===== config.mk =====
export PLATFORM = sky130hd
export DESIGN_NAME = sram_arbiter_flat
export DESIGN_NICKNAME = d
export VERILOG_FILES = /design/src/rtl/sram_arbiter_if.sv /design/src/rtl/sram_arbiter.sv /design/src/flat_wrapper.sv
export SDC_FILE = /design/constraint.sdc
export NUM_CORES = 1
export LEC_CHECK = 0
export ABC_AREA = 0
export CAP_MARGIN = 30
export CORE_ASPECT_RATIO = 0.8
export CORE_MARGIN = 4
export CORE_UTILIZATION = 52
export DETAILED_ROUTE_END_ITERATION = 6
export PLACE_DENSITY_LB_ADDON = 0.12
export SYNTH_ARGS = -nofsm -noshare
export SYNTH_HDL_FRONTEND = slang
export SYNTH_SLANG_ARGS = --single-unit

===== constraint.sdc =====
create_clock -name ck16 -period 5 [get_ports ck16]
set_clock_uncertainty 0.2 [all_clocks]
set_input_delay 1.25 -clock ck16 [delete_from_list [all_inputs] [get_ports ck16]]
set_output_delay 1.25 -clock ck16 [all_outputs]
set_load 0.05 [all_outputs]

===== src/rtl/sram_arbiter_if.sv =====
// Bus bundle between the memory manager / host side and the SRAM arbiter,
// carrying the video, CPU, host boot and SRAM pin signals.
interface sram_arbiter_if;
   // video fetch port
   logic        vid_req;
   logic [20:0] vid_addr;
   logic        vid_ack;
   logic [7:0]  vid_rdata;

   // Z80 memory port
   logic        cpu_req;
   logic        cpu_we;
   logic [20:0] cpu_addr;
   logic [7:0]  cpu_wdata;
   logic        cpu_ack;
   logic [7:0]  cpu_rdata;

   // host boot loader handshake
   logic [31:0] host_bootdata;
   logic        host_bootdata_req;
   logic        host_bootdata_ack;
   logic        host_rom_initialised;

   // SRAM pins and debug owner
   logic [20:0] sram_addr;
   logic [7:0]  sram_dout;
   logic [7:0]  sram_din;
   logic        sram_data_oe;
   logic        sram_we_n;
   logic [1:0]  grant;

   modport slave (
      input  vid_req, vid_addr, cpu_req, cpu_we, cpu_addr, cpu_wdata,
             host_bootdata, host_bootdata_req, sram_din,
      output vid_ack, vid_rdata, cpu_ack, cpu_rdata, host_bootdata_ack,
             host_rom_initialised, sram_addr, sram_dout, sram_data_oe,
             sram_we_n, grant
   );

   modport master (
      output vid_req, vid_addr, cpu_req, cpu_we, cpu_addr, cpu_wdata,
             host_bootdata, host_bootdata_req, sram_din,
      input  vid_ack, vid_rdata, cpu_ack, cpu_rdata, host_bootdata_ack,
             host_rom_initialised, sram_addr, sram_dout, sram_data_oe,
             sram_we_n, grant
   );
endinterface


===== src/rtl/sram_arbiter.sv =====
// Fixed-priority (video > cpu > host) arbiter for the shared 8-bit SRAM with a
// built-in loader that unpacks 32-bit host boot words into ROM byte writes.
module sram_arbiter #(
   parameter int          ACC_CYCLES = 2,
   parameter logic [20:0] ROM_BASE   = 21'h010000,
   parameter int          ROM_BYTES  = 49152
) (
   input logic           ck16,
   input logic           reset_n,
   sram_arbiter_if.slave bus
);
   localparam int            CW       = $clog2(ACC_CYCLES);
   localparam logic [CW-1:0] CNT_LAST = CW'(ACC_CYCLES - 1);
   localparam logic [20:0]   ROM_END  = 21'(ROM_BYTES);

   localparam logic [1:0] G_NONE = 2'd0;
   localparam logic [1:0] G_VID  = 2'd1;
   localparam logic [1:0] G_CPU  = 2'd2;
   localparam logic [1:0] G_HOST = 2'd3;

   typedef enum logic {A_IDLE, A_BUSY} arb_state_t;
   typedef enum logic [1:0] {L_WAIT, L_WRITE, L_ACK} ld_state_t;

   arb_state_t    arb_state_reg, arb_state_next;
   logic [CW-1:0] cnt_reg;
   logic [1:0]    grant_reg;
   logic          we_reg;
   logic [20:0]   addr_reg;
   logic [7:0]    dout_reg;
   logic          vid_ack_reg, cpu_ack_reg, host_ack_reg;
   logic [7:0]    vid_rdata_reg, cpu_rdata_reg;

   ld_state_t     ld_state_reg, ld_state_next;
   logic [31:0]   word_reg;
   logic [1:0]    k_reg;
   logic [20:0]   byte_ptr_reg;
   logic          rom_init_reg;
   logic          boot_ack_reg;

   logic          host_req;
   logic          vid_elig, cpu_elig, host_elig;
   logic [1:0]    win;
   logic          access_end;
   logic          host_done;
   logic [20:0]   byte_ptr_inc;
   logic          reach_end;
   logic [20:0]   host_addr;
   logic [7:0]    host_byte;

   // A requester is ignored in its own ack cycle so a one-cycle-late req drop
   // does not start a second access.
   assign host_req  = (ld_state_reg == L_WRITE);
   assign vid_elig  = bus.vid_req & ~vid_ack_reg;
   assign cpu_elig  = bus.cpu_req & ~cpu_ack_reg;
   assign host_elig = host_req & ~host_ack_reg;

   always_comb begin
      win = G_NONE;
      if (vid_elig)
         win = G_VID;
      else if (cpu_elig)
         win = G_CPU;
      else if (host_elig)
         win = G_HOST;
   end

   assign access_end   = (arb_state_reg == A_BUSY) && (cnt_reg == CNT_LAST);
   assign host_done    = access_end && (grant_reg == G_HOST);
   assign byte_ptr_inc = byte_ptr_reg + 21'd1;
   assign reach_end    = (byte_ptr_inc == ROM_END);
   assign host_addr    = ROM_BASE + byte_ptr_reg;
   assign host_byte    = word_reg[{k_reg, 3'b000} +: 8];

   // ---------------- arbiter FSM ----------------
   always_ff @(posedge ck16 or negedge reset_n) begin
      if (!reset_n)
         arb_state_reg <= A_IDLE;
      else
         arb_state_reg <= arb_state_next;
   end

   always_comb begin
      arb_state_next = arb_state_reg;
      unique case (arb_state_reg)
         A_IDLE: if (win != G_NONE) arb_state_next = A_BUSY;
         A_BUSY: if (cnt_reg == CNT_LAST) arb_state_next = A_IDLE;
         default: arb_state_next = A_IDLE;
      endcase
   end

   always_ff @(posedge ck16 or negedge reset_n) begin
      if (!reset_n) begin
         cnt_reg       <= '0;
         grant_reg     <= G_NONE;
         we_reg        <= 1'b0;
         addr_reg      <= '0;
         dout_reg      <= '0;
         vid_ack_reg   <= 1'b0;
         cpu_ack_reg   <= 1'b0;
         host_ack_reg  <= 1'b0;
         vid_rdata_reg <= '0;
         cpu_rdata_reg <= '0;
      end else begin
         vid_ack_reg  <= 1'b0;
         cpu_ack_reg  <= 1'b0;
         host_ack_reg <= 1'b0;
         if (arb_state_reg == A_IDLE) begin
            cnt_reg <= '0;
            if (win != G_NONE) begin
               grant_reg <= win;
               unique case (win)
                  G_VID: begin
                     addr_reg <= bus.vid_addr;
                     we_reg   <= 1'b0;
                  end
                  G_CPU: begin
                     addr_reg <= bus.cpu_addr;
                     we_reg   <= bus.cpu_we;
                     dout_reg <= bus.cpu_wdata;
                  end
                  default: begin
                     addr_reg <= host_addr;
                     we_reg   <= 1'b1;
                     dout_reg <= host_byte;
                  end
               endcase
            end
         end else if (access_end) begin
            cnt_reg   <= '0;
            grant_reg <= G_NONE;
            unique case (grant_reg)
               G_VID: begin
                  vid_ack_reg   <= 1'b1;
                  vid_rdata_reg <= bus.sram_din;
               end
               G_CPU: begin
                  cpu_ack_reg <= 1'b1;
                  if (!we_reg)
                     cpu_rdata_reg <= bus.sram_din;
               end
               G_HOST:  host_ack_reg <= 1'b1;
               default: ;
            endcase
         end else begin
            cnt_reg <= cnt_reg + 1'b1;
         end
      end
   end

   // Write strobe is held off for the first busy cycle to give address setup.
   always_comb begin
      bus.sram_data_oe = 1'b0;
      bus.sram_we_n    = 1'b1;
      if (arb_state_reg == A_BUSY && we_reg) begin
         bus.sram_data_oe = 1'b1;
         bus.sram_we_n    = (cnt_reg == '0);
      end
   end

   assign bus.sram_addr = addr_reg;
   assign bus.sram_dout = dout_reg;
   assign bus.grant     = grant_reg;
   assign bus.vid_ack   = vid_ack_reg;
   assign bus.vid_rdata = vid_rdata_reg;
   assign bus.cpu_ack   = cpu_ack_reg;
   assign bus.cpu_rdata = cpu_rdata_reg;

   // ---------------- loader FSM ----------------
   always_ff @(posedge ck16 or negedge reset_n) begin
      if (!reset_n)
         ld_state_reg <= L_WAIT;
      else
         ld_state_reg <= ld_state_next;
   end

   always_comb begin
      ld_state_next = ld_state_reg;
      unique case (ld_state_reg)
         L_WAIT:
            if (bus.host_bootdata_req)
               ld_state_next = rom_init_reg ? L_ACK : L_WRITE;
         L_WRITE:
            if (host_done && (k_reg == 2'd3 || reach_end))
               ld_state_next = L_ACK;
         L_ACK:
            if (!bus.host_bootdata_req)
               ld_state_next = L_WAIT;
         default: ld_state_next = L_WAIT;
      endcase
   end

   // Once the image is complete the pointer freezes and no more writes issue.
   always_ff @(posedge ck16 or negedge reset_n) begin
      if (!reset_n) begin
         word_reg     <= '0;
         k_reg        <= '0;
         byte_ptr_reg <= '0;
         rom_init_reg <= 1'b0;
         boot_ack_reg <= 1'b0;
      end else begin
         boot_ack_reg <= (ld_state_next == L_ACK);
         if (ld_state_reg == L_WAIT && bus.host_bootdata_req && !rom_init_reg) begin
            word_reg <= bus.host_bootdata;
            k_reg    <= '0;
         end
         if (host_done) begin
            byte_ptr_reg <= byte_ptr_inc;
            k_reg        <= k_reg + 2'd1;
            if (reach_end)
               rom_init_reg <= 1'b1;
         end
      end
   end

   assign bus.host_bootdata_ack    = boot_ack_reg;
   assign bus.host_rom_initialised = rom_init_reg;
endmodule


===== src/flat_wrapper.sv =====
// flat-port wrapper written by rule: the top's interface ports become plain ports
module sram_arbiter_flat 
#(
   parameter int          ACC_CYCLES = 2,
   parameter logic [20:0] ROM_BASE   = 21'h010000,
   parameter int          ROM_BYTES  = 49152
)
  (ck16, reset_n, bus_vid_req, bus_vid_addr, bus_cpu_req, bus_cpu_we, bus_cpu_addr, bus_cpu_wdata, bus_host_bootdata, bus_host_bootdata_req, bus_sram_din, bus_vid_ack, bus_vid_rdata, bus_cpu_ack, bus_cpu_rdata, bus_host_bootdata_ack, bus_host_rom_initialised, bus_sram_addr, bus_sram_dout, bus_sram_data_oe, bus_sram_we_n, bus_grant);
  sram_arbiter_if bus_i ();
  input logic ck16;
  input logic reset_n;
  input wire logic [$bits(bus_i.vid_req)-1:0] bus_vid_req;
  input wire logic [$bits(bus_i.vid_addr)-1:0] bus_vid_addr;
  input wire logic [$bits(bus_i.cpu_req)-1:0] bus_cpu_req;
  input wire logic [$bits(bus_i.cpu_we)-1:0] bus_cpu_we;
  input wire logic [$bits(bus_i.cpu_addr)-1:0] bus_cpu_addr;
  input wire logic [$bits(bus_i.cpu_wdata)-1:0] bus_cpu_wdata;
  input wire logic [$bits(bus_i.host_bootdata)-1:0] bus_host_bootdata;
  input wire logic [$bits(bus_i.host_bootdata_req)-1:0] bus_host_bootdata_req;
  input wire logic [$bits(bus_i.sram_din)-1:0] bus_sram_din;
  output wire logic [$bits(bus_i.vid_ack)-1:0] bus_vid_ack;
  output wire logic [$bits(bus_i.vid_rdata)-1:0] bus_vid_rdata;
  output wire logic [$bits(bus_i.cpu_ack)-1:0] bus_cpu_ack;
  output wire logic [$bits(bus_i.cpu_rdata)-1:0] bus_cpu_rdata;
  output wire logic [$bits(bus_i.host_bootdata_ack)-1:0] bus_host_bootdata_ack;
  output wire logic [$bits(bus_i.host_rom_initialised)-1:0] bus_host_rom_initialised;
  output wire logic [$bits(bus_i.sram_addr)-1:0] bus_sram_addr;
  output wire logic [$bits(bus_i.sram_dout)-1:0] bus_sram_dout;
  output wire logic [$bits(bus_i.sram_data_oe)-1:0] bus_sram_data_oe;
  output wire logic [$bits(bus_i.sram_we_n)-1:0] bus_sram_we_n;
  output wire logic [$bits(bus_i.grant)-1:0] bus_grant;
  assign bus_i.vid_req = bus_vid_req;
  assign bus_i.vid_addr = bus_vid_addr;
  assign bus_i.cpu_req = bus_cpu_req;
  assign bus_i.cpu_we = bus_cpu_we;
  assign bus_i.cpu_addr = bus_cpu_addr;
  assign bus_i.cpu_wdata = bus_cpu_wdata;
  assign bus_i.host_bootdata = bus_host_bootdata;
  assign bus_i.host_bootdata_req = bus_host_bootdata_req;
  assign bus_i.sram_din = bus_sram_din;
  assign bus_vid_ack = bus_i.vid_ack;
  assign bus_vid_rdata = bus_i.vid_rdata;
  assign bus_cpu_ack = bus_i.cpu_ack;
  assign bus_cpu_rdata = bus_i.cpu_rdata;
  assign bus_host_bootdata_ack = bus_i.host_bootdata_ack;
  assign bus_host_rom_initialised = bus_i.host_rom_initialised;
  assign bus_sram_addr = bus_i.sram_addr;
  assign bus_sram_dout = bus_i.sram_dout;
  assign bus_sram_data_oe = bus_i.sram_data_oe;
  assign bus_sram_we_n = bus_i.sram_we_n;
  assign bus_grant = bus_i.grant;
  sram_arbiter #(.ACC_CYCLES(ACC_CYCLES), .ROM_BASE(ROM_BASE), .ROM_BYTES(ROM_BYTES)) u_core (.ck16(ck16), .reset_n(reset_n), .bus(bus_i));
endmodule

After elaboration in Yosys (flattened, before gate mapping) --
Index checks and enable logic that the tools add are counted.
Cells by class: add/subtract/negate cells 4, multiply operators 0, divide/modulo/power cells 0, $lt $le $gt $ge 0, equality and inequality tests 11, shift operators 1, muxes and demuxes 32, bitwise logic cells 10, reductions and logical operators 18
Operator list (count):
- one-hot mux 21 bit (2 select lines) | 1
- indexed part select 32 x 6 -> 8 bit | 1
- two-way mux 2 bit | 12
- adder 17 x 21 -> 21 bit, first input constant | 1
- adder 21 x 1 -> 21 bit, second input constant | 1
- == test 21 x 16 -> 1 bit, second input constant | 1
- one-hot mux 8 bit (2 select lines) | 1
- two-way mux 1 bit | 15
- == test 2 bit, second input constant | 6
- inverter 1 bit | 7
- == test 2 x 1 -> 1 bit, second input constant | 3
- logical AND 1 bit | 6
- one-hot mux 2 bit (3 select lines) | 1
- AND reduction 2 bit | 3
- AND reduction 3 bit | 2
- nonzero test 2 bit | 3
- one-hot mux 1 bit (2 select lines) | 2
- AND reduction 4 bit | 1
- bitwise AND 1 bit | 3
- adder 2 x 1 -> 2 bit, second input constant | 1
- logical NOT 2 bit | 1
- != test 2 bit, second input constant | 1
- adder 1 bit, second input constant | 1
- logical NOT 1 bit | 1
- logical OR 1 bit | 1
Storage, ports and cells: register bits after elaboration 112, bits in latches 0, bits in writable memories 0, ROM bits 0, input port bits 96, output and inout port bits 53, logic and storage cells 93, memories kept 0

Depth between registers and ports, before layout --
Gate-level depths: netlist of run 1.
depth in word-level cells 8, depth in mapped cells 7, depth with buffers taken out 7

Worst setup path before layout of run 1 --
No wires, ideal clock.
kind input -> register, start input port bus_vid_req, end register u_core.addr_reg[10], in the netlist u_core.bus.sram_addr[10], library setup time 83 ps, arrival time 2412 ps, data required time 4717 ps, path slack 2305 ps, stages 6, path buffers 2, path through nor2b_1 -> clkbuf_1 -> o31ai_2 -> clkbuf_1 -> nand2_1 -> o21ai_0
Between the ends: longest elaborated chain between the ends 4, elaborated cells between the ends (all ways) 7, classes of those cells eq/ne: 2; mux: 2; bitwise: 1; reduce/logical: 2
RTL lines:
- start: declaration | line flat_wrapper.sv:12 | input wire logic [$bits(bus_i.vid_req)-1:0] bus_vid_req;
- bitwise AND 1 bit * | line sram_arbiter.sv:53 | assign vid_elig = bus.vid_req & ~vid_ack_reg;
- two-way mux 2 bit * | line sram_arbiter.sv:59 | if (vid_elig)
- == test 2 bit, or another cell as far along | line sram_arbiter.sv:111 | unique case (win)
- one-hot mux 21 bit (2 select lines) / AND reduction 2 bit (equally long branches)
- end signal: assignment | line sram_arbiter.sv:113 | addr_reg <= bus.vid_addr;
- end signal: assignment | line sram_arbiter.sv:117 | addr_reg <= bus.cpu_addr;
- end signal: assignment | line sram_arbiter.sv:122 | addr_reg <= host_addr;
- end: declaration | line sram_arbiter.sv:28 | logic [20:0] addr_reg;
Mark *: on every way between the ends. The rest lies on a longest branch, timed or not. A chain may end at the register's enable or synchronous reset.

Final worst setup path of run 1 --
start register u_core.arb_state_reg, end output port bus_sram_data_oe
Between the ends: longest elaborated chain between the ends 2
RTL lines:
- start: declaration | line sram_arbiter.sv:24 | arb_state_t arb_state_reg, arb_state_next;
- start signal: assignment | line sram_arbiter.sv:79 | arb_state_reg <= arb_state_next;
- logical AND 1 bit | line sram_arbiter.sv:154 | if (arb_state_reg == A_BUSY && we_reg) begin
- two-way mux 1 bit | line sram_arbiter.sv:154
- end: declaration | line flat_wrapper.sv:29 | output wire logic [$bits(bus_i.sram_data_oe)-1:0] bus_sram_data_oe;
No other way between the ends.

==> summary by stage, run 1 <==
Job
The max-cap check violation count is 0.

Logic synthesis
The cell area that synthesis handed to floorplanning was roughly 0.0055 mm^2. The dominant cell type by area after synthesis is sky130_fd_sc_hd__dfrtp_1. The portion of synthesized cell area occupied by the leading cell type is 0.510. Yosys mapped a number of flops with a built-in enable equal to 0. The share of the Yosys chip area taken by registers is 0.510. Yosys printed 0 warnings. The number of nets in the synthesized netlist is roughly 690. The synthesis-stage register bit count is approximately 110. After technology mapping, the gate count stands at 592. The primary flip-flop cell chosen by synthesis mapping is sky130_fd_sc_hd__dfrtp_1. By area the synthesized netlist is led by sky130_fd_sc_hd__dfrtp_1 51%, sky130_fd_sc_hd__nand2_1 14%, sky130_fd_sc_hd__a21oi_1 3.8%, sky130_fd_sc_hd__mux4_2 3.3%, sky130_fd_sc_hd__o21ai_0 3.0%.

The cell with the most instances after synthesis is sky130_fd_sc_hd__nand2_1. The unique cell type count in the Yosys netlist is 54. Sorting the synthesized cells by how often they occur yields 203 x sky130_fd_sc_hd__nand2_1, 112 x sky130_fd_sc_hd__dfrtp_1, 42 x sky130_fd_sc_hd__a21oi_1.

A synthesized cell averages 9.28 um^2. For this run, asynchronously set or reset flops after synthesis account for 1.00.

Pwr
The areal power density over the cells is 560 mW/mm^2. The worst supply voltage drop on vdd is between 0.3 and 0.4 mV. The analysis attributes to cell leakage a power of ~3.2 nW.

Clock network
The number of hold-repair buffers added at the cts stage is 0. After clock tree synthesis, the clock-pin slew on the worst setup and hold paths is ~70 ps. TritonCTS built the clock tree. CTS placed an instance of sky130_fd_sc_hd__clkbuf_16 at the clock tree root.

No sink is reached through more buffers than the 2 on the longest clock path. CTS saw approximately 110 sinks. CTS built an H-tree with a depth of 3. At the later pin of the worst-skew pair, clock insertion delay measures ~350 ps. The post-CTS setup repair buffer count is 0. The TritonCTS buffer count is 9. The total of cells resized after clock tree synthesis is 0.

Timing
The number of max-slew violations in the final report is 0. Across all hold checks on the routed design, the worst slack comes to ~280 ps. The final period demand of the worst path is about 3300 ps. The post-route setup TNS is 0 ps. The number of failing setup endpoints in the final timing report is 0. Measured against its own limit, the worst slew margin works out to 0.310. Of the available clock period, the critical path in the final layout requires 0.661.

The highest clock frequency the design can meet is just over 300 MHz. Setup repair after global routing left no endpoint under its margin. The count of endpoints failing hold in the final timing report came to 0. The actual slew at the worst max-slew pin is 1030 ps.

GRT
The global routing usage on met1 is 0.348. After global routing the overflow that remains totals 0. The global routing stage identified its most utilized layer as met2. The global-route met2 utilization is 0.367. The met3 usage is 0.0479. The aggregate global-route resource usage is 0.240.

The number of global-route vias before repair was roughly 4500. The number of antenna violations at the first check in global routing is 0. The wire length of the first global-routing pass is ~23 mm. Entering global routing, the biggest net connects 65 pins.

Finish
The multi-input combinational cells in the finished layout cover a total of approximately 0.0025 mm^2. The layout has ~790 filler cells. Once layout is done, the placed cells without fillers occupy 0.00729 mm^2. For this run, the post-layout net count is 816. The sequential cells in the finished layout cover a total of 0.00280 mm^2. The number of flip-flops under the largest register name is 32. The final core utilization is 0.709. In the final layout, the share of cells above drive strength 1 is 0.0803. The area growth from synthesis to layout is 32.7%. The number of antenna repair diodes is 0.

Worst setup path
The startpoint type of the worst setup path is a flop. The worst-path maximum fanout is 6. The worst setup path is of the reg2out kind. The capturing element type of the critical path is a primary output.

Across all register-to-register paths, the minimum setup slack is approximately 2500 ps. STA puts the critical path data required time at about 3600 ps. STA puts the critical path data arrival time at 1860 ps.

Floorplanning
The row count is 33. Measured along the y axis, the die boundary spans ~100 um. The I/O pin count is approximately 150. The initial core utilization is 0.535.

The core area is between 0.01 and 0.015 mm^2. Measured along the x axis, the die boundary spans roughly 120 um. The die covers about 0.012 mm^2.

Outcome
The flow ran to the end, and the final reports show no timing, DRC or antenna violations.

Route
The via count of the routed design is about 4700. Before antenna repair, the detailed router went through 5 iterations. The post-route DRC violation count is 0. In this run the remaining antenna-violating nets after routing total 0.

In the routed layout, each cell is associated on average with a via count of about 5.4. The total wire length is 14.5 mm. The violation count after the first detailed-routing iteration is 370. The wire length per cell is about 17 um.

Min path
The worst min-delay path category is reg2reg.

Placed design
The total half-perimeter wirelength after legalization and detailed placement is around 11 mm. The count of buffers added on input and output ports is ~150. Once placement finished, the instance area stood at about 0.0070 mm^2. The routability congestion estimate from global placement is between 0.8 and 0.9.
[final cells by class]
cell class	count	area share
clock inverter	2	0.00532
clock buffer	14	0.0348
inverter	7	0.00360
timing repair buffer	155	0.210
tap	140	0.0240
sequential	112	0.384
multi-input combinational	432	0.338
[critical path, cell delays in order (launching register included)]
cell	delay, ps
sky130_fd_sc_hd__dfrtp_1	490
sky130_fd_sc_hd__and2_1	210
sky130_fd_sc_hd__clkdlybuf4s50_1	810
[through the flow]
step           std cells  total power, W  setup slack, ps
3_3_place_gp         846         0.00332             1540
5_1_grt              862         0.00431             1650
3_5_place_dp         846         0.00339             1510
2_1_floorplan        592         0.00270             2310
4_1_cts              862         0.00410             1710
6_report             862         0.00408             1690
[power by group]
group / internal, W / total, W / leakage, nW / switching [W]
combinational: 0.000669 / 0.00187 / 1.62 / 0.00120
sequential: 0.00124 / 0.00149 / 1.43 / 0.000251
clock: 0.000405 / 0.000721 / 0.141 / 0.000316
[path summary, 6_finish.rpt]
path                                   startpoint                        to  cells past startpoint
max reg2reg                u_core.byte_ptr_reg[0]    u_core.ld_state_reg[0]                      7
max in group asynchronous                 reset_n   u_core.bus.sram_addr[5]                      2
min in group asynchronous                 reset_n  u_core.bus.sram_addr[15]                      1
min reg2reg                    u_core.word_reg[5]        u_core.word_reg[5]                      2
max                          u_core.arb_state_reg          bus_sram_data_oe                      2
min                            u_core.word_reg[5]        u_core.word_reg[5]                      2
[layout by cell type, fill, tap and decap left out, types with 13 or more instances in the layout]
cell type                           n
sky130_fd_sc_hd__nor2_1            18
sky130_fd_sc_hd__clkdlybuf4s50_1  147
sky130_fd_sc_hd__dfrtp_1          112
sky130_fd_sc_hd__o21ai_0           33
sky130_fd_sc_hd__a21oi_1           42
sky130_fd_sc_hd__nand2_1          203
sky130_fd_sc_hd__xor2_1            14
sky130_fd_sc_hd__xnor2_1           18
sky130_fd_sc_hd__nand3_1           13
[logic make-up (layout without fill, tap and decap cells)]
kind of cell    Yosys count  count (layout)  share of synthesized area
flops                   112             112                      0.510
xor+xnor                 32              32                     0.0510
fa+ha+maj                 3               3                    0.00683
compound gates          103             103                      0.108
mux                      16              16                     0.0492
buf+inv                  48             178                     0.0446
simple gates            278             278                      0.230
[layer usage]
metal,routed length [um],up-vias
li1,-,2229
met1,6570,2266
met2,6690,167
met3,956,21
met4,272,0
met5,0,-
Power figures use the tool's default switching activity.
==> run 2, diff against run 1 <==
CORE_UTILIZATION = 44   (was 52)
clock period = 3 ns   (was 5 ns; I/O delays follow)
==> run 2 against run 1 <==
Effect of this change:
- die area is 17% higher
- register-to-register slack worse by 2000 ps
- sequential power is 65% higher
- combinational power is 70% higher
- power is 68% higher
- non-clock buffer count is 6 higher
- clock power is 69% higher
- sequential share of layout area is 0.68 points lower
- worst hold slack worse by 140 ps
- cell area is 1.8% higher
- critical endpoint unchanged
- highest routed layer unchanged
==> summary by stage, run 2 (synthesized netlist as in run 1, its figures left out) <==
Outcome
The run finished with clean final reports.

Route
The via density per instance came to 5.10 (-6.2%). The violation count after the first detailed-routing iteration was 385 (+4.1%). The routed length on met2 came to 6.19 mm (-7.6%). The wire length per cell was 15.9 um (-5.4%). The total wire length came to 14.3 mm (-1.3%).

The highest routing layer actually used is met4. The sum of met3 wire segment lengths after detailed routing was 778 um (-19%). The number of detailed-routing iterations run before antenna repair is 4 (-1). The post-route DRC violation count is 0 (unchanged). The number of antenna-violating nets in the routed design is 0 (unchanged). The via count of the routed design is 4583 (-2.1%). The routed length on met1 is 7.18 mm (+9.3%).

Finish
The share of post-route cells with drive strength above 1 came to 0.0934 (+0.0131). The post-route standard cell area excluding fillers is 0.00742 mm^2 (+1.8%). The most common cell after layout, fill and taps aside is sky130_fd_sc_hd__nand2_1.

Leaving out fill and tap cells, the most frequent cells in the layout are 203 x sky130_fd_sc_hd__nand2_1, 147 x sky130_fd_sc_hd__clkdlybuf4s50_1, 112 x sky130_fd_sc_hd__dfrtp_1, 42 x sky130_fd_sc_hd__a21oi_1, 33 x sky130_fd_sc_hd__o21ai_0. Relative to the synthesized area, the layout overhead comes to 35.1%. The net count of the finished layout is 822 (+0.74%). The number of flip-flops under the largest register name is 32 (unchanged). The number of antenna repair diodes was 0 (unchanged). The number of inserted filler cells in the final layout is 1056 (+34%).

Timing
Setup repair after global routing left no endpoint under its margin. The worst relative slew slack came to 0.552 (+0.242). The number of max-slew violations in the final report is 0 (unchanged).

The portion of the clock cycle consumed by the worst path in the final layout is 0.912. The count of endpoints failing hold in the final timing report came to 0 (unchanged). The post-route setup TNS was 0 ps (unchanged).

The routed design could run at a clock period as short as around 2700 ps. The actual slew at the worst max-slew pin is 669 ps (-362 ps). The number of failing setup endpoints in the final timing report is 0 (unchanged). Static timing analysis puts the maximum clock frequency at 366 MHz.

Placed design
The placed standard-cell area is 0.00711 mm^2 (+1.6%). The routability congestion estimate from global placement is 0.871 (-2.4%). The total half-perimeter wirelength after legalization and detailed placement is 10.6 mm (-2.0%). The count of input and output buffers is 148 (unchanged).

Pwr
The leakage power of the design is 3.25 nW (+1.5%). The areal power density over the cells is 925 mW/mm^2 (+65%). The worst supply voltage drop on vdd was 0.423 mV (+39%).

Clock network
TritonCTS built the clock tree. The worst-skew pair later-pin latency was 340 ps (about the same). The total of cells resized after clock tree synthesis was 0 (unchanged). The level count of the clock H-tree was 3 (unchanged). The maximum clock path buffer count is 2 (unchanged). The clock sink count came to 112 (unchanged).

The post-CTS setup repair buffer count is 0 (unchanged). The number of hold-repair buffers added at the cts stage is 0 (unchanged). The TritonCTS buffer count came to 9 (unchanged). Clock tree synthesis selected as its root buffer the cell sky130_fd_sc_hd__clkbuf_16. The post-CTS clock slew at the launch and capture registers of the worst setup and hold paths came to 80 ps (about the same).

GRT
The aggregate global-route resource usage is 0.202 (-0.0380). The number of global-route vias before repair is 4425 (-2.0%). The number of antenna violations at the first check in global routing is 0 (unchanged). The wire length of the first global-routing pass came to 23.3 mm (+2.3%). The pin count of the biggest net entering global routing came to 50 (-23%). The overflow left after global routing is 0 (unchanged).

Min path
The worst min-delay path category is in2async.

Worst setup path
The critical path data required time is 2050 ps (-1500 ps). The startpoint type of the worst setup path is a flop. The capturing element type of the critical path is a primary output. The worst-path maximum fanout is 6 (unchanged).

By startpoint and endpoint, the worst setup path is classified as reg2out. The arrival time reported for the critical path endpoint came to 1790 ps (-70 ps). The register-to-register setup slack came to 540 ps (-2000 ps).

Floorplanning
The overall die height was 108 um (+8.0%). The initial core utilization is 0.450 (-0.0843). The row count is 36 (+9.1%). The overall die width is 133 um (+8.1%).

The I/O pin count is 149 (unchanged). The core area is 0.0122 mm^2 (+19%). The floorplan die area is 0.0144 mm^2 (+17%).

Job
The max-cap check violation count is 0 (unchanged).
-- run 2: cell count changes in the layout (fill, tap and decap cells not counted), sizes merged --
cell / before / now
buf: 8 / 14
clkinvlp: 0 / 1
inv: 7 / 10
clkinv: 1 / 2
clkbuf: 14 / 9
-- run 2: cell type report --
class | instances | area (um^2) | share of cell area
Clock buffer | 9 | 225 | 0.0303
Clock inverter | 7 | 77.6 | 0.0104
Inverter | 7 | 26.3 | 0.00354
Multi-Input combinational cell | 432 | 2460 | 0.332
Sequential cell | 112 | 2800 | 0.377
Tap cell | 171 | 214 | 0.0288
Timing Repair Buffer | 161 | 1610 | 0.217
-- run 2: metrics by stage --
stage / setup WS, ps / cells / hold WS [ps] / power, W / util
after floorplan: 760 / 592 / 240 / 0.00450 / -
after global placement: 267 / 882 / 253 / 0.00560 / 0.583
after CTS: 247 / 898 / 142 / 0.00693 / 0.608
after global routing: 190 / 899 / 154 / 0.00728 / 0.608
after detailed placement: 194 / 882 / 261 / 0.00569 / 0.583
final: 265 / 899 / 139 / 0.00687 / 0.608
-- run 2: report_power, final --
part | leakage, nW | switching [W] | internal (W) | total, W
logic | 1.67 | 0.00201 | 0.00117 | 0.00318
clock network | 0.147 | 0.000567 | 0.000658 | 0.00122
registers | 1.43 | 0.000393 | 0.00207 | 0.00246
total | 3.25 | 0.00297 | 0.00390 | 0.00687
-- run 2: worst paths after layout --
path                                              from                        to  cells past startpoint
worst max register to register  u_core.byte_ptr_reg[0]    u_core.ld_state_reg[0]                      7
min in group ck16                  u_core.word_reg[25]       u_core.word_reg[25]                      2
worst max-delay path              u_core.arb_state_reg          bus_sram_data_oe                      2
worst min register to register     u_core.word_reg[25]       u_core.word_reg[25]                      2
worst min-delay path                           reset_n   u_core.bus.cpu_rdata[6]                      1
max in group asynchronous                      reset_n  u_core.bus.sram_addr[12]                      2
-- run 2: metal layers --
metal | vias to the layer above | GRT usage
met5 | - | 0
li1 | 2236 | -
met2 | 131 | 0.288
met4 | 0 | 0.0445
met3 | 12 | 0.0414
met1 | 2204 | 0.317
-- run 2: worst max-delay path, cell delays in order, from the launching register on --
cell	delay [ps]
sky130_fd_sc_hd__dfrtp_1	470
sky130_fd_sc_hd__and2_1	170
sky130_fd_sc_hd__clkdlybuf4s50_1	810
